--- config.mk ---
export PLATFORM = sky130hd
export DESIGN_NAME = ram_access_ctrl
export DESIGN_NICKNAME = d
export VERILOG_FILES = /design/src/rtl/ram_access_ctrl.sv
export SDC_FILE = /design/constraint.sdc
export NUM_CORES = 1
export LEC_CHECK = 0
export ABC_AREA = 0
export ABC_CLOCK_PERIOD_IN_PS = 2700
export CORE_MARGIN = 5
export CORE_UTILIZATION = 64
export DETAILED_ROUTE_END_ITERATION = 8
export DONT_BUFFER_PORTS = 1
export MAX_ROUTING_LAYER = met4
export PLACE_DENSITY = 0.76
export SETUP_SLACK_MARGIN = 0.15
export SLEW_MARGIN = 20
export SYNTH_ARGS = -nofsm -noshare
export SYNTH_HDL_FRONTEND = slang
export SYNTH_SLANG_ARGS = --single-unit
--- constraint.sdc ---
create_clock -name clk -period 2.7 [get_ports clk]
set_input_delay 0.54 -clock clk [delete_from_list [all_inputs] [get_ports clk]]
set_output_delay 0.54 -clock clk [all_outputs]
set_load 0.02 [all_outputs]
--- src/rtl/ram_access_ctrl.sv ---
// ram_access_ctrl: initiator for a single-port RAM (ram_we=0 writes, ram_we=1 reads).
// Handles host WRITE / READ / FILL / SUM commands over a valid/ready handshake.
// Optional feature macro: RAM_ACCESS_STREAM_EN (per-word SUM read stream on strm_*).
module ram_access_ctrl #(
  parameter int unsigned RD_LAT = 1,
  parameter int unsigned AW     = 9,
  parameter int unsigned DW     = 16
) (
  input  logic          clk,
  input  logic          rst,
  input  logic          cmd_valid,
  output logic          cmd_ready,
  input  logic [1:0]    cmd_op,
  input  logic [AW-1:0] cmd_addr,
  input  logic [AW-1:0] cmd_len,
  input  logic [DW-1:0] cmd_data,
  output logic          rsp_valid,
  output logic [DW-1:0] rsp_data,
  output logic          done,
  output logic          busy,
  output logic          ram_we,
  output logic [AW-1:0] ram_ad,
  output logic [DW-1:0] ram_in,
  input  logic [DW-1:0] ram_out,
  output logic          strm_valid,
  output logic [DW-1:0] strm_data
);

  typedef enum logic [2:0] {
    S_IDLE,
    S_WRITE,
    S_READ_WAIT,
    S_FILL,
    S_SUM_RUN,
    S_SUM_DRAIN,
    S_FINISH
  } state_e;

  typedef enum logic [1:0] {
    OP_WRITE = 2'b00,
    OP_READ  = 2'b01,
    OP_FILL  = 2'b10,
    OP_SUM   = 2'b11
  } op_e;

  localparam logic [1:0]  LAT     = 2'(RD_LAT);
  localparam logic [AW:0] REM_ONE = {{AW{1'b0}}, 1'b1};

  state_e        state_q, state_d;
  logic [AW:0]   rem_q, rem_d;
  logic [1:0]    lat_q, lat_d;
  logic [RD_LAT-1:0] sr_q, sr_d;
  logic [DW-1:0] acc_q, acc_d;
  logic [DW-1:0] sum_next;
  logic          ram_we_q, ram_we_d;
  logic [AW-1:0] ram_ad_q, ram_ad_d;
  logic [DW-1:0] ram_in_q, ram_in_d;
  logic          rsp_valid_q, rsp_valid_d;
  logic [DW-1:0] rsp_data_q, rsp_data_d;
  logic          done_q, done_d;
  logic          word_tagged;

  assign busy        = (state_q != S_IDLE);
  assign cmd_ready   = !rst && (state_q == S_IDLE);
  assign word_tagged = sr_q[RD_LAT-1];
  assign sum_next    = acc_q + (word_tagged ? ram_out : '0);

  // RAM bus signals are registered; ram_ad_q/ram_in_q double as the FILL/SUM
  // address and data iterators, so each state sets up the next cycle's bus.
  always_comb begin
    state_d     = state_q;
    rem_d       = rem_q;
    lat_d       = lat_q;
    sr_d        = sr_q << 1;
    sr_d[0]     = (state_q == S_SUM_RUN);
    acc_d       = acc_q;
    ram_we_d    = 1'b1;
    ram_ad_d    = ram_ad_q;
    ram_in_d    = '0;
    rsp_valid_d = 1'b0;
    rsp_data_d  = rsp_data_q;
    done_d      = 1'b0;

    case (state_q)
      S_IDLE: begin
        if (cmd_valid && cmd_ready) begin
          rem_d    = {(cmd_len == '0), cmd_len};
          lat_d    = '0;
          acc_d    = '0;
          ram_ad_d = cmd_addr;
          case (op_e'(cmd_op))
            OP_WRITE: begin
              state_d  = S_WRITE;
              ram_we_d = 1'b0;
              ram_in_d = cmd_data;
            end
            OP_READ:  state_d = S_READ_WAIT;
            OP_FILL: begin
              state_d  = S_FILL;
              ram_we_d = 1'b0;
              ram_in_d = cmd_data;
            end
            default:  state_d = S_SUM_RUN;
          endcase
        end
      end

      S_WRITE: begin
        state_d = S_FINISH;
        done_d  = 1'b1;
      end

      S_READ_WAIT: begin
        if (lat_q == LAT) begin
          state_d     = S_FINISH;
          done_d      = 1'b1;
          rsp_valid_d = 1'b1;
          rsp_data_d  = ram_out;
        end else begin
          lat_d = lat_q + 2'd1;
        end
      end

      S_FILL: begin
        if (rem_q == REM_ONE) begin
          state_d = S_FINISH;
          done_d  = 1'b1;
        end else begin
          rem_d    = rem_q - 1'b1;
          ram_we_d = 1'b0;
          ram_ad_d = ram_ad_q + 1'b1;
          ram_in_d = ram_in_q + 1'b1;
        end
      end

      S_SUM_RUN: begin
        acc_d = sum_next;
        if (rem_q == REM_ONE) begin
          state_d = S_SUM_DRAIN;
          lat_d   = 2'd1;
        end else begin
          rem_d    = rem_q - 1'b1;
          ram_ad_d = ram_ad_q + 1'b1;
        end
      end

      S_SUM_DRAIN: begin
        acc_d = sum_next;
        if (lat_q == LAT) begin
          state_d     = S_FINISH;
          done_d      = 1'b1;
          rsp_valid_d = 1'b1;
          rsp_data_d  = sum_next;
        end else begin
          lat_d = lat_q + 2'd1;
        end
      end

      S_FINISH: state_d = S_IDLE;

      default:  state_d = S_IDLE;
    endcase
  end

  always_ff @(posedge clk) begin
    if (rst) begin
      state_q     <= S_IDLE;
      rem_q       <= '0;
      lat_q       <= '0;
      sr_q        <= '0;
      acc_q       <= '0;
      ram_we_q    <= 1'b1;
      ram_ad_q    <= '0;
      ram_in_q    <= '0;
      rsp_valid_q <= 1'b0;
      rsp_data_q  <= '0;
      done_q      <= 1'b0;
    end else begin
      state_q     <= state_d;
      rem_q       <= rem_d;
      lat_q       <= lat_d;
      sr_q        <= sr_d;
      acc_q       <= acc_d;
      ram_we_q    <= ram_we_d;
      ram_ad_q    <= ram_ad_d;
      ram_in_q    <= ram_in_d;
      rsp_valid_q <= rsp_valid_d;
      rsp_data_q  <= rsp_data_d;
      done_q      <= done_d;
    end
  end

  assign ram_we    = ram_we_q;
  assign ram_ad    = ram_ad_q;
  assign ram_in    = ram_in_q;
  assign rsp_valid = rsp_valid_q;
  assign rsp_data  = rsp_data_q;
  assign done      = done_q;

`ifdef RAM_ACCESS_STREAM_EN
  logic          strm_valid_q, strm_valid_d;
  logic [DW-1:0] strm_data_q, strm_data_d;

  always_comb begin
    strm_valid_d = word_tagged;
    strm_data_d  = word_tagged ? ram_out : '0;
  end

  always_ff @(posedge clk) begin
    if (rst) begin
      strm_valid_q <= 1'b0;
      strm_data_q  <= '0;
    end else begin
      strm_valid_q <= strm_valid_d;
      strm_data_q  <= strm_data_d;
    end
  end

  assign strm_valid = strm_valid_q;
  assign strm_data  = strm_data_q;
`else
  assign strm_valid = 1'b0;
  assign strm_data  = '0;
`endif

endmodule

; After elaboration in Yosys (flattened, before gate mapping)
; Cells that the tools add are included.
[classes]
n_bitwise = 1
add_sub_neg = 5
eq_ne = 17
muxes = 32
reduce_logical = 21
[ops]
columns = operator, count
row1 = $mux W16, 7
row2 = $pmux W16 S2, 3
row3 = $mux W10, 2
row4 = $pmux W10 S2, 1
row5 = $mux W9, 2
row6 = $pmux W9 S2, 1
row7 = $add A16 B1 Y16 const B, 1
row8 = $add A16 B16 Y16, 1
row9 = $pmux W3 S5, 1
row10 = $mux W3, 4
row11 = $eq A10 B1 Y1 const B, 1
row12 = $ne A2 B2 Y1 const B, 5
row13 = $reduce_or A2 Y1, 5
row14 = $sub A10 B1 Y10 const B, 1
row15 = $add A9 B1 Y9 const B, 1
row16 = $logic_not A9 Y1, 1
row17 = $pmux W3 S3, 1
row18 = $reduce_and A4 Y1, 2
row19 = $eq A3 B2 Y1 const B, 2
row20 = $eq A3 B3 Y1 const B, 2
row21 = $mux W2, 3
row22 = $ne A2 B1 Y1 const B, 3
row23 = $pmux W2 S3, 1
row24 = $reduce_and A3 Y1, 2
row25 = 15 further kinds, 23
[totals]
regBits = 76
wordCells = 87
input_bits = 55
out_inout_bits = 63

; Logic depth before layout (Yosys ltp)
[logic_depth]
word_depth = 5
ltp_mapped = 10
ltp_nobuf = 9

; Worst setup path after synthesis
; No wires, ideal clock.
[synth_timing]
path_kind = input port to flip-flop
start = input port ram_out[0]
end = register rsp_data_q[14] (netlist: rsp_data[14])
setup_time_ps = 66
path_slack_ps = 135
n_path_buf = 0
t_required_ps = 2634
path_stages = 9
t_arrival_ps = 2499
path_cell_list = and2_1 -> ha_1 -> fa_1 -> a21o_2 -> a311oi_2 -> nor4_1 -> o21ai_1 -> mux2_4 -> a21oi_2
[synth_between]
elab_chain_cells = 4
[synth_lines]
columns = item, line_no
row1 = from (decl), 24  ; input logic [DW-1:0] ram_out,
row2 = $mux W16, 66  ; assign sum_next = acc_q + (word_tagged ? ram_out : '0);
row3 = $add A16 B16 Y16, 66
row4 = $mux W16, 149  ; if (lat_q == LAT) begin
row5 = $pmux W16 S2, 84  ; case (state_q)
row6 = to (signal assigned), 188  ; rsp_data_q <= rsp_data_d;
row7 = to (decl), 59  ; logic [DW-1:0] rsp_data_q, rsp_data_d;
; No other way between the ends. The select of a mux whose other input is x is not followed.
; A chain may end at the register's enable or synchronous reset.

; Final worst setup path
[layout_timing]
start = register sr_q
end = register rsp_data_q[10] (netlist: rsp_data[10])
[layout_between]
elab_chain_cells = 4
[layout_lines]
columns = item, line_no
row1 = from (decl), 52  ; logic [RD_LAT-1:0] sr_q, sr_d;
row2 = from (signal assigned), 182  ; sr_q <= sr_d;
row3 = $mux W16, 66
row4 = $add A16 B16 Y16, 66
row5 = $mux W16, 149
row6 = $pmux W16 S2, 84
; No other way between the ends. The select of a mux whose other input is x is not followed.

==> flow_summary.yaml <==
run_status:
  outcome: "finished clean"
global_routing:
  track_usage: 0.273
  grt_pass1_vias: 4223
  antenna_found_initial: 0
  grt_overflow: 0
  grt_max_degree: 50
  grt_first_pass_wirelength_mm: 19.5
die:
  fp.dieW_microns: 96.5
  die_h_microns: 96.5
  io_pins: 118
  core-area_sq_um: 7290
  num_rows: 31
  die_area_sq_um: 9320
  start_util: 0.657
synth:
  synth_seq_area_share: 0.317
  synth_area_leaders: "dfxtp_1, ha_1, nand2_1"
  ys_types: 76
  synth_edf_count: 0
  yosys_warnings: 0
  synth_area_sq_um: 4790
  yosys_register_bits: 76
  synth-main-ff-cell: "dfxtp_1"
  synthArstFlopShare: 0
  synth_cells: 605
  yosys.area.top_type: "dfxtp_1"
  synth.top_cell.area_share: 0.317
  syn_avg_cell_area_sq_um: 7.92
min_path:
  whs_path_depth: 1
  hp-class: "primary input to register"
power:
  ir_drop_mv: 0.317
  leakagePower_uw: 0.00208
  p_per_area_nw_per_um2: 549
  total_power_uw: 2830
finish:
  n_antenna_cell: 0
  area_growth_pct: 7.49
  fin_nets: 684
  drive_gt1_frac: 0.118
critical_path:
  path_max_fanout: 6
  crit_buf_inv: 0
  r2r_cells: 9
  critical_path.max_stage_delay_ns: 0.42
  startpoint_type: "register"
  path_cells: "and2_4, ha_4, fa_2, a21o_4, a311oi_4, nor2_2, a2111oi_4, o31a_1, a21oi_1"
  cp_data_required_time_ns: 2.92
  worstSetupPathType: "register to register"
  cp_top_family: "compound AO/OA/AOI/OAI gates"
  critPathSlowestCell: "a2111oi_4"
  end_kind: "register"
  arrival_ns: 2.74
  path_depth: 9
sta:
  rsz0062_at_grt: "true"
  slew_violations: 0
  fin_tns_setup_ns: 0
  setup_viol: 0
  fmax_ghz: 0.396
  period_minus_slack_ns: 2.53
  finalCritPeriodShare: 0.936
  hold_viol: 0
  clock_skew_ns: 0.00834
  worst_pin_slew_ns: 0.767
  slew_headroom: 0.485
drt:
  route.detailed.drc: 0
  drt_iter0_drc: 178
  wl_met3_microns: 776
  ant_nets: 0
  vias: 4393
  highest_layer: "met4"
  drt_pass1_iterations: 4
  met1_length_mm: 4.87
  routed_wl_mm: 12.4
  dr_wl_met2_mm: 6.52
  wl_per_cell_microns: 17.4
  via_per_inst: 6.20
placement:
  place_congestion: 0.893
  hpwl_mm: 8.93
  port_buffers: 0
clock_network:
  clkSinkCount: 76
  cts-buffers-inserted: 9
  clk_latency_ns: 0.35
  hold_buffers: 0
  root_buffer: "clkbuf_8"
  htreeDepth: 3
  cts_tree: "yes"
  clk_pin_slew_worst_paths_ns: 0.08
  cts_max_path_buffers: 2
job:
  maxCapViolations: 0
final timing paths:
kind	slack, ns	endpoint	start
worst max-delay path	0.17	rsp_data[10]	sr_q
worst max register to register	0.17	rsp_data[10]	sr_q
worst min-delay path	0.27	state_q[1]	rst
worst min register to register	0.46	acc_q[12]	acc_q[12]
stage by stage:
stage	setup slack, ns	area [sq um]	util	hold WS, ns	instances
after detailed placement	0.00292	4850	0.666	0.445	692
after CTS	0.164	5080	0.697	0.245	708
after floorplan	0.210	4850	-	0.430	621
after global placement	0.0104	4850	0.666	0.434	692
after global routing	0.109	5150	0.707	0.236	709
final	0.174	5150	0.707	0.270	709
worst register-to-register path, cell delays in order, from the launching register on:
cell	delay [ns]
dfxtp_4	0.37
and2_4	0.15
ha_4	0.16
fa_2	0.37
a21o_4	0.24
a311oi_4	0.37
nor2_2	0.09
a2111oi_4	0.42
o31a_1	0.18
a21oi_1	0.06
cell type report:
class	instances	area (sq um)
clock buffers	10	128
clock inverters	6	86.3
fillers	641	2140
inverters	14	52.6
multi-input cells	482	3070
flip-flops and latches	76	1530
well taps	99	124
repair buffers	22	165
cell families (layout without fill, tap and decap cells):
family                   after synthesis  in the layout  synth area share
AND/OR/NAND/NOR                      224            224             0.229
XOR/XNOR                              25             25            0.0457
buffers and inverters                 63             52            0.0697
adder cells (fa/ha/maj)               24             24            0.0642
multiplexers                           4              4           0.00940
AO/OA/AOI/OAI                        188            188             0.264
other                                  1             17          0.000782
flip-flops                            76             76             0.317
cell usage after synthesis, types with 6 or more instances:
cell type,n
xnor2_1,11
nor2_1,61
ha_1,23
xor2_1,14
buf_2,9
o21ai_0,34
a22oi_1,16
nand2_1,70
a311oi_1,6
nand3_1,14
inv_1,13
a21o_1,6
a21oi_1,52
dfxtp_1,76
buf_4,21
and3_1,10
clkbuf_1,18
and2_1,17
nor3_1,16
o21ai_1,12
per-layer routing:
layer | vias up | GRT usage
met5 | - | -
met4 | 0 | 0.0818
met3 | 15 | 0.0705
met2 | 129 | 0.486
met1 | 2098 | 0.300
li1 | 2151 | -
state kept, by name, indices dropped and copies added (netlist names):
signal	flops
sr_q	1
lat_q	2
rsp_valid	1
ram_we	1
done	1
state_q	3
ram_in	16
rem_q	10
ram_ad	9
rsp_data	16
acc_q	16
report_power, final:
group / internal, uW / switching [uW]
Sequential: 1180 / 116
Clock: 521 / 432
Combinational: 210 / 366
layout by cell type, fill, tap and decap left out, types with 5 or more instances in the layout:
master     n
xnor2_1   11
nor2_1    60
xor2_1    14
a22oi_1   16
nor3_1    16
o21ai_1   13
and3_1    10
a21o_1     6
inv_1     13
a21oi_1   50
ha_1      19
o21ai_0   33
dfxtp_1   75
nand4_1    5
nand3_1   14
clkbuf_8   9
o21a_1     5
nor4_1     5
a311oi_1   6
a22o_1     5
nand2_1   70
buf_4     22
conb_1    17
o31ai_1    5
and2_1    16
what timing repair did:
action | in CTS | in global routing
buffers inserted | 0 | 1
pin swaps | 0 | 7
gates resized for setup | 1 | 16
endpoints found under the setup margin | 1 | 10
Note: power is estimated with default switching activity, not from simulation.
